--- config.mk ---
export PLATFORM = sky130hd
export DESIGN_NAME = prg_loader
export DESIGN_NICKNAME = d
export VERILOG_FILES = /design/src/rtl/prg_loader.sv
export SDC_FILE = /design/constraint.sdc
export NUM_CORES = 1
export LEC_CHECK = 0
export ABC_AREA = 1
export CAP_MARGIN = 30
export CORE_AREA = 2 2 91 93
export DETAILED_ROUTE_END_ITERATION = 10
export DIE_AREA = 0 0 93 95
export HOLD_SLACK_MARGIN = 0.15
export PLACE_DENSITY = 0.85
export SKIP_CTS_REPAIR_TIMING = 1
export SLEW_MARGIN = 20
export SYNTH_ARGS = -nofsm -noshare
export SYNTH_HDL_FRONTEND = slang
export SYNTH_SLANG_ARGS = --single-unit
--- constraint.sdc ---
create_clock -name clk -period 5.4 [get_ports clk]
set_input_delay 1.08 -clock clk [delete_from_list [all_inputs] [get_ports clk]]
set_output_delay 1.08 -clock clk [all_outputs]
set_load 0.005 [all_outputs]
--- src/rtl/prg_loader.sv ---
// prg_loader: turns a VIC-20 .PRG byte stream from the download block into
// RAM writes. The first two file bytes are the load address. At the end of
// the file the BASIC VARTAB/ARYTAB/STREND pointers are patched to the end address.
module prg_loader #(
  parameter logic [4:0] PRG_INDEX = 5'd1,
  parameter bit         PATCH_EN  = 1'b1
) (
  input  logic        clk,
  input  logic        reset,
  input  logic        downloading,
  input  logic [4:0]  dl_index,
  input  logic        dl_wr,
  input  logic [24:0] dl_addr,
  input  logic [7:0]  dl_data,
  output logic        ram_req,
  input  logic        ram_ack,
  output logic [15:0] ram_addr,
  output logic [7:0]  ram_dout,
  output logic        busy,
  output logic        done,
  output logic        overrun
);

  typedef enum logic [2:0] {
    S_IDLE,
    S_HDR_LO,
    S_HDR_HI,
    S_DATA,
    S_WAIT,
    S_PATCH
  } state_t;

  state_t      state, state_nxt;
  logic        dl_q;
  logic        rise, fall;
  logic [15:0] load_addr;
  logic [15:0] cnt;
  logic [15:0] end_addr;
  logic [2:0]  patch_idx;

  logic        start;
  logic        load_lo;
  logic        load_hi;
  logic        take_byte;
  logic        set_ovr;
  logic        patch_issue;
  logic        patch_ack;
  logic        finish;

  assign rise     = downloading & ~dl_q;
  assign fall     = ~downloading & dl_q;
  // Target of the next data byte; once the file is over this is also the end address.
  assign end_addr = load_addr + cnt;

  // State register.
  always_ff @(posedge clk) begin
    if (reset) state <= S_IDLE;
    else       state <= state_nxt;
  end

  // Next-state logic and the one-cycle control strobes that drive the datapath.
  always_comb begin
    state_nxt   = state;
    start       = 1'b0;
    load_lo     = 1'b0;
    load_hi     = 1'b0;
    take_byte   = 1'b0;
    set_ovr     = 1'b0;
    patch_issue = 1'b0;
    patch_ack   = 1'b0;
    finish      = 1'b0;
    case (state)
      S_IDLE: begin
        if (rise && dl_index == PRG_INDEX) begin
          start     = 1'b1;
          state_nxt = S_HDR_LO;
        end
      end
      S_HDR_LO: begin
        if (fall) begin
          finish    = 1'b1;
          state_nxt = S_IDLE;
        end else if (dl_wr) begin
          load_lo   = 1'b1;
          state_nxt = S_HDR_HI;
        end
      end
      S_HDR_HI: begin
        if (fall) begin
          finish    = 1'b1;
          state_nxt = S_IDLE;
        end else if (dl_wr) begin
          load_hi   = 1'b1;
          state_nxt = S_DATA;
        end
      end
      S_DATA: begin
        if (fall) begin
          // A header-only file carries no program, so it gets no patch either.
          if (cnt == 16'd0) begin
            finish    = 1'b1;
            state_nxt = S_IDLE;
          end else begin
            state_nxt = S_WAIT;
          end
        end else if (dl_wr) begin
          if (ram_req || dl_addr != ({9'd0, cnt} + 25'd2)) set_ovr = 1'b1;
          if (!ram_req) take_byte = 1'b1;
        end
      end
      S_WAIT: begin
        if (dl_wr) set_ovr = 1'b1;
        if (!ram_req) begin
          if (PATCH_EN) begin
            state_nxt = S_PATCH;
          end else begin
            finish    = 1'b1;
            state_nxt = S_IDLE;
          end
        end
      end
      S_PATCH: begin
        if (dl_wr) set_ovr = 1'b1;
        if (!ram_req) begin
          patch_issue = 1'b1;
        end else if (ram_ack) begin
          patch_ack = 1'b1;
          if (patch_idx == 3'd5) begin
            finish    = 1'b1;
            state_nxt = S_IDLE;
          end
        end
      end
      default: state_nxt = S_IDLE;
    endcase
  end

  // Datapath: edge detect, header capture, RAM handshake, patch sequencing and status flags.
  always_ff @(posedge clk) begin
    if (reset) begin
      dl_q      <= 1'b0;
      load_addr <= 16'd0;
      cnt       <= 16'd0;
      patch_idx <= 3'd0;
      ram_req   <= 1'b0;
      ram_addr  <= 16'd0;
      ram_dout  <= 8'd0;
      busy      <= 1'b0;
      done      <= 1'b0;
      overrun   <= 1'b0;
    end else begin
      dl_q <= downloading;
      done <= finish;

      if (start) begin
        busy      <= 1'b1;
        overrun   <= 1'b0;
        cnt       <= 16'd0;
        patch_idx <= 3'd0;
      end else if (set_ovr) begin
        overrun <= 1'b1;
      end
      if (finish) busy <= 1'b0;

      if (load_lo) load_addr[7:0]  <= dl_data;
      if (load_hi) load_addr[15:8] <= dl_data;

      if (ram_req && ram_ack) ram_req <= 1'b0;
      if (patch_ack) patch_idx <= patch_idx + 3'd1;

      if (take_byte) begin
        ram_addr <= end_addr;
        ram_dout <= dl_data;
        ram_req  <= 1'b1;
        cnt      <= cnt + 16'd1;
      end

      // Even patch slots take the low byte of the end address, odd slots the high byte.
      if (patch_issue) begin
        ram_addr <= 16'h002D + {13'd0, patch_idx};
        ram_dout <= patch_idx[0] ? end_addr[15:8] : end_addr[7:0];
        ram_req  <= 1'b1;
      end
    end
  end

endmodule
* Yosys cells after proc, flatten, opt, wreduce, memory -nomap -nowiden
Cells that the tools add are included.
** Storage, ports and cells
- Flip-flop bits (word level) :: 67
- Bits of input ports :: 43
- Word-level logic and storage cells :: 100
** Cells by class
- Bitwise gates (word level) :: 4
- Reduce and logical (&&, ||, !) cells :: 14
- Equality and inequality tests :: 16
- Multiplexer cells :: 49
- $add $sub $neg :: 5
** Operator list (count)
- two-way mux 16 bit :: 4
- two-way mux 3 bit :: 13
- two-way mux 1 bit :: 26
- != test 25 x 17 -> 1 bit :: 1
- two-way mux 8 bit :: 3
- one-hot mux 3 bit (6 select lines) :: 1
- adder 16 x 2 -> 17 bit, second input constant :: 1
- adder 16 x 1 -> 16 bit, second input constant :: 1
- adder 16 bit :: 1
- logical NOT 16 bit :: 1
- != test 2 bit, second input constant :: 6
- equality test 3 bit, second input constant :: 3
- AND reduction 8 bit :: 1
- OR reduction 2 bit :: 4
- adder 6 x 3 -> 7 bit, first input constant :: 1
- equality test 3 x 2 -> 1 bit, second input constant :: 2
- != test 3 bit, second input constant :: 2
- nonzero test 2 bit :: 3
- equality test 5 x 1 -> 1 bit, second input constant :: 1
- adder 3 x 1 -> 3 bit, second input constant :: 1
- equality test 3 x 1 -> 1 bit, second input constant :: 1
- logical NOT 3 bit :: 1
- one-hot mux 1 bit (3 select lines) :: 1
- nonzero test 3 bit :: 1
- other kinds (5) :: 8

* Logic depth before layout (Yosys ltp)
- Word-level depth :: 7
- Gate-level depth with buffers :: 14
- Depth with buffers taken out :: 14

* Least setup slack after synthesis
No wires, ideal clock.
- Path type :: input to register
- Start :: input port dl_index[3]
- End :: register state[2]
- Arrival :: 2.067 ns
- Setup slack :: 3.218 ns
- Buffers on the path :: 0
- Required time :: 5.285 ns
- Setup time :: 0.115 ns
- Stages :: 8
- Cell sequence :: nor2_1 -> nand3_1 -> nor4_1 -> nor2_1 -> nor3_1 -> nand2_1 -> o21ai_1 -> nor2_1
** Between the ends
- Longest elaborated chain between the ends :: 4
** RTL lines
- from (decl) :: line 11 : input logic [4:0] dl_index,
- equality test 5 x 1 -> 1 bit :: line 74 : if (rise && dl_index == PRG_INDEX) begin
- logical AND 1 bit :: line 74
- != test 2 bit (no line)
- AND reduction 8 bit (no line)
- to (signal assigned) :: line 58 : else state <= state_nxt;
- to (decl) :: line 33 : state_t state, state_nxt;
No other way between the ends.
A chain may end at the register's enable or synchronous reset.

* Final worst setup path
- Start :: input port downloading
- End :: register ram_dout[2]
** Between the ends
- Longest elaborated chain between the ends :: 5
** RTL lines
- from (decl) :: line 10 : input logic downloading,
- inverter 1 bit :: line 51 : assign fall = ~downloading & dl_q;
- AND 1 bit :: line 51
- two-way mux 1 bit :: line 98 : if (fall) begin
- two-way mux 1 bit :: line 72 : case (state)
- nonzero test 2 bit (no line)
- to (signal assigned) :: line 173 : ram_dout <= dl_data;
- to (signal assigned) :: line 181 : ram_dout <= patch_idx[0] ? end_addr[15:8] : end_addr[7:0];
- to (decl) :: line 18 : output logic [7:0] ram_dout,
No other way between the ends.

==> impl_metrics.py <==
metrics = {
    "critical_path": {
        "critPathKind": "in -> reg",
        "cp-end-kind": "register",
        "arrival_ns": 3.85,
        "max_stage_delay_ns": 0.77,
        "cp-start-kind": "input pin",
        "required_ns": 5.64,
        "r2r_start": "ram_req",
        "worst-r2r-cell-count": 7,
        "crit_path_start": "downloading",
        "cp_slowest_cell": "nor2_2",
        "crit_chain": "clkdlybuf4s50_1, nor2_4, nor3_2, nand2_2, inv_2, nor2_2, inv_1, o21ai_0, a31oi_1",
        "reg2reg_slack_ns": 2.64,
        "reg2reg_to": "ram_dout[2]",
        "path_max_fanout": 25,
        "crit_path_end": "ram_dout[2]",
    },
    "detailed_routing": {
        "top_layer": "met4",
        "wl_met1_mm": 5.471,
        "drc": 0,
        "viasPerCell": 5.594,
        "postRouteAntennaNets": 0,
        "drt_iter0_markers": 363,
        "num_vias": 4895,
        "wl_met3_um": 909,
        "dr.pass1.iters": 5,
        "routed_wl_mm": 13.20,
        "wl_met2_mm": 6.571,
        "wl_per_cell_um": 15.09,
    },
    "placed_design": {
        "gp_congestion": 0.9148,
        "dp_cells": 859,
        "place.detailed.hpwl_mm": 10.18,
        "placed_area_um2": 5319,
        "port_buffers": 70,
    },
    "floorplan": {
        "std_cell_rows": 33,
        "die_w_um": 93,
        "die_area_um2": 8835,
        "core-area_um2": 7928,
        "initial_utilization_pct": 57.37,
        "io_pins": 71,
        "die_h_um": 95,
    },
    "global_route": {
        "grt.overflow.total": 0,
        "grt_pass1_wl_mm": 21.27,
        "grt_use_total_pct": 30.39,
        "grt_max_degree": 31,
        "grt_pass1_vias": 4646,
        "antenna_found_initial": 0,
    },
    "clock_tree": {
        "cts_tree": "built",
        "htree_levels": 3,
        "cts_root_buf": "clkbuf_8",
        "clk_latency_ns": 0.36,
        "clkSlewWorstSetupHoldPaths_ns": 0.09,
        "cts_sinks": 67,
        "cts_buffers": 9,
        "clk_path_buf_depth": 2,
    },
    "yosys": {
        "async_flop_share_pct": 0,
        "seq_area_frac_synth_pct": 29.49,
        "synth-compound-area-share_pct": 16.48,
        "synthCells": 696,
        "ys.flop_type": "dfxtp_1",
        "yosys.area.top_type_share_pct": 29.49,
        "netlist_top_cells_area": "dfxtp_1 29%, nand2_1 15%, inv_1 7.8%",
        "syn_area_per_cell_um2": 6.535,
        "yosys.area_share.xor_xnor_pct": 3.274,
        "yosys-top-cells-count": "178 x nand2_1, 94 x inv_1, 74 x nor2_1",
        "ys_warn_count": 0,
        "synth_edf_count": 0,
        "synth_area_um2": 4548,
        "synth_top_family_by_area": "simple AND/OR/NAND/NOR gates",
        "ys_seq_elements": 67,
        "synth_simple_gate_area_share_pct": 34.64,
        "ys_types": 43,
        "synth-adder-area-share_pct": 6.217,
        "yosysTopAreaCell": "dfxtp_1",
        "yosysMostFrequentCell": "nand2_1",
        "synth_mux_area_share_pct": 0,
        "syn_nets": 761,
    },
    "power": {
        "powerDensity_nw_per_um2": 226.4,
        "power_leakage_nw": 2.486,
        "p_total_mw": 1.250,
        "ir_worst_vdd_mv": 0.1675,
    },
    "min_path": {
        "min_path_type": "reg -> reg",
    },
    "sta": {
        "fin_skew_ns": 0.01445,
        "setup_violations": 0,
        "timing.final.crit_share_pct": 66.84,
        "rsz0062_at_grt": "false",
        "worst_pin_slew_ns": 0.9256,
        "period_needed_ns": 3.609,
        "hold_violations": 0,
        "slew_violations": 0,
        "setup_tns_ns": 0,
        "slew_headroom_pct": 38.22,
        "fmax_mhz": 277.1,
    },
    "layout": {
        "layout.cells.non_filler": 875,
        "syn_to_final_growth_pct": 21.40,
        "nets": 830,
        "drive_gt1_share_pct": 6.883,
        "diodes": 0,
        "fin_area_um2": 5522,
    },
    "outcome": {
        "outcome": "finished clean",
    },
    "flow_run": {
        "cap_violations": 0,
    },
}
## through the flow
stage	util [%]	hold slack [ns]	setup slack, ns
after global routing	69.65	0.4894	1.622
after floorplan	-	0.4599	3.218
after global placement	67.09	0.4519	1.615
final	69.65	0.4734	1.791
after CTS	69.65	0.4748	1.851
after detailed placement	67.09	0.4605	1.493
## cell families (layout without fill, tap and decap cells)
group	Yosys count	in the layout
xor+xnor	17	17
simple gates	345	345
fa+ha+maj	22	22
compound gates	132	132
flops	67	67
buf+inv	113	187
## cell usage in the layout (no fill, tap or decap), types with 2 or more instances in the layout
master and instances:
nand2_2 4, nor2_8 2, nor3_1 6, clkdlybuf4s50_1 70
a21oi_1 54, buf_4 2, o21ai_1 4, nor2_2 4
xor2_1 13, nand2_1 178, o21bai_1 2, or2_0 3
nand4_1 9, a31oi_1 9, inv_1 94, clkinv_4 3
nor2_4 7, o211ai_1 3, clkbuf_8 9, dfxtp_1 67
a21o_1 3, a221oi_2 4, xnor2_1 4, nand3b_1 7
inv_2 4, nand3_1 41, nor4_1 2, ha_1 21
nand2_4 2, nor3_2 3, nor2_1 74, o21ai_0 48
## registers in the layout, indices dropped and copies added (netlist names)
register   cells
dl_q           1
state          3
overrun        1
ram_req        1
cnt           16
busy           1
load_addr     16
ram_dout       8
ram_addr      16
done           1
patch_idx      3
## routing by layer
metal | vias up | GRT usage [%]
met2 | 191 | 54.23
met5 | - | 0
li1 | 2396 | -
met3 | 32 | 5.507
met4 | 0 | 9.559
met1 | 2276 | 37.17
## how the worst min path moves through the flow
| stage | start | slack [ns] | endpoint | cells after the start |
|---|---|---|---|---|
| after floorplan | ram_addr[15] | 0.46 | ram_addr[15] | 2 |
| after global placement | ram_addr[7] | 0.45 | ram_addr[7] | 2 |
| after detailed placement | ram_addr[13] | 0.46 | ram_addr[13] | 2 |
| after CTS | ram_addr[13] | 0.47 | ram_addr[13] | 2 |
| after global routing | ram_addr[13] | 0.49 | ram_addr[13] | 2 |
| final | ram_addr[13] | 0.47 | ram_addr[13] | 2 |
## worst max-delay path, delay by kind of cell
family	cells	cell delay, ns
simple gates	4	1.31
buf+inv	3	1.08
compound gates	2	0.36
## area by class of cell
cell class / count / area (um^2)
flip-flops and latches: 67 / 1341
clock inverters: 6 / 75.07
inverters: 99 / 374.1
clock buffers: 10 / 127.6
well taps: 105 / 131.4
repair buffers: 72 / 715.7
multi-input cells: 516 / 2756
fillers: 690 / 2406
## power by group
group          switching, mW  internal (mW)  total (mW)
clock                  0.218          0.219       0.437
combinational          0.149          0.110       0.259
sequential            0.0263          0.527       0.554
No activity file was read; power rests on OpenSTA's default activity.
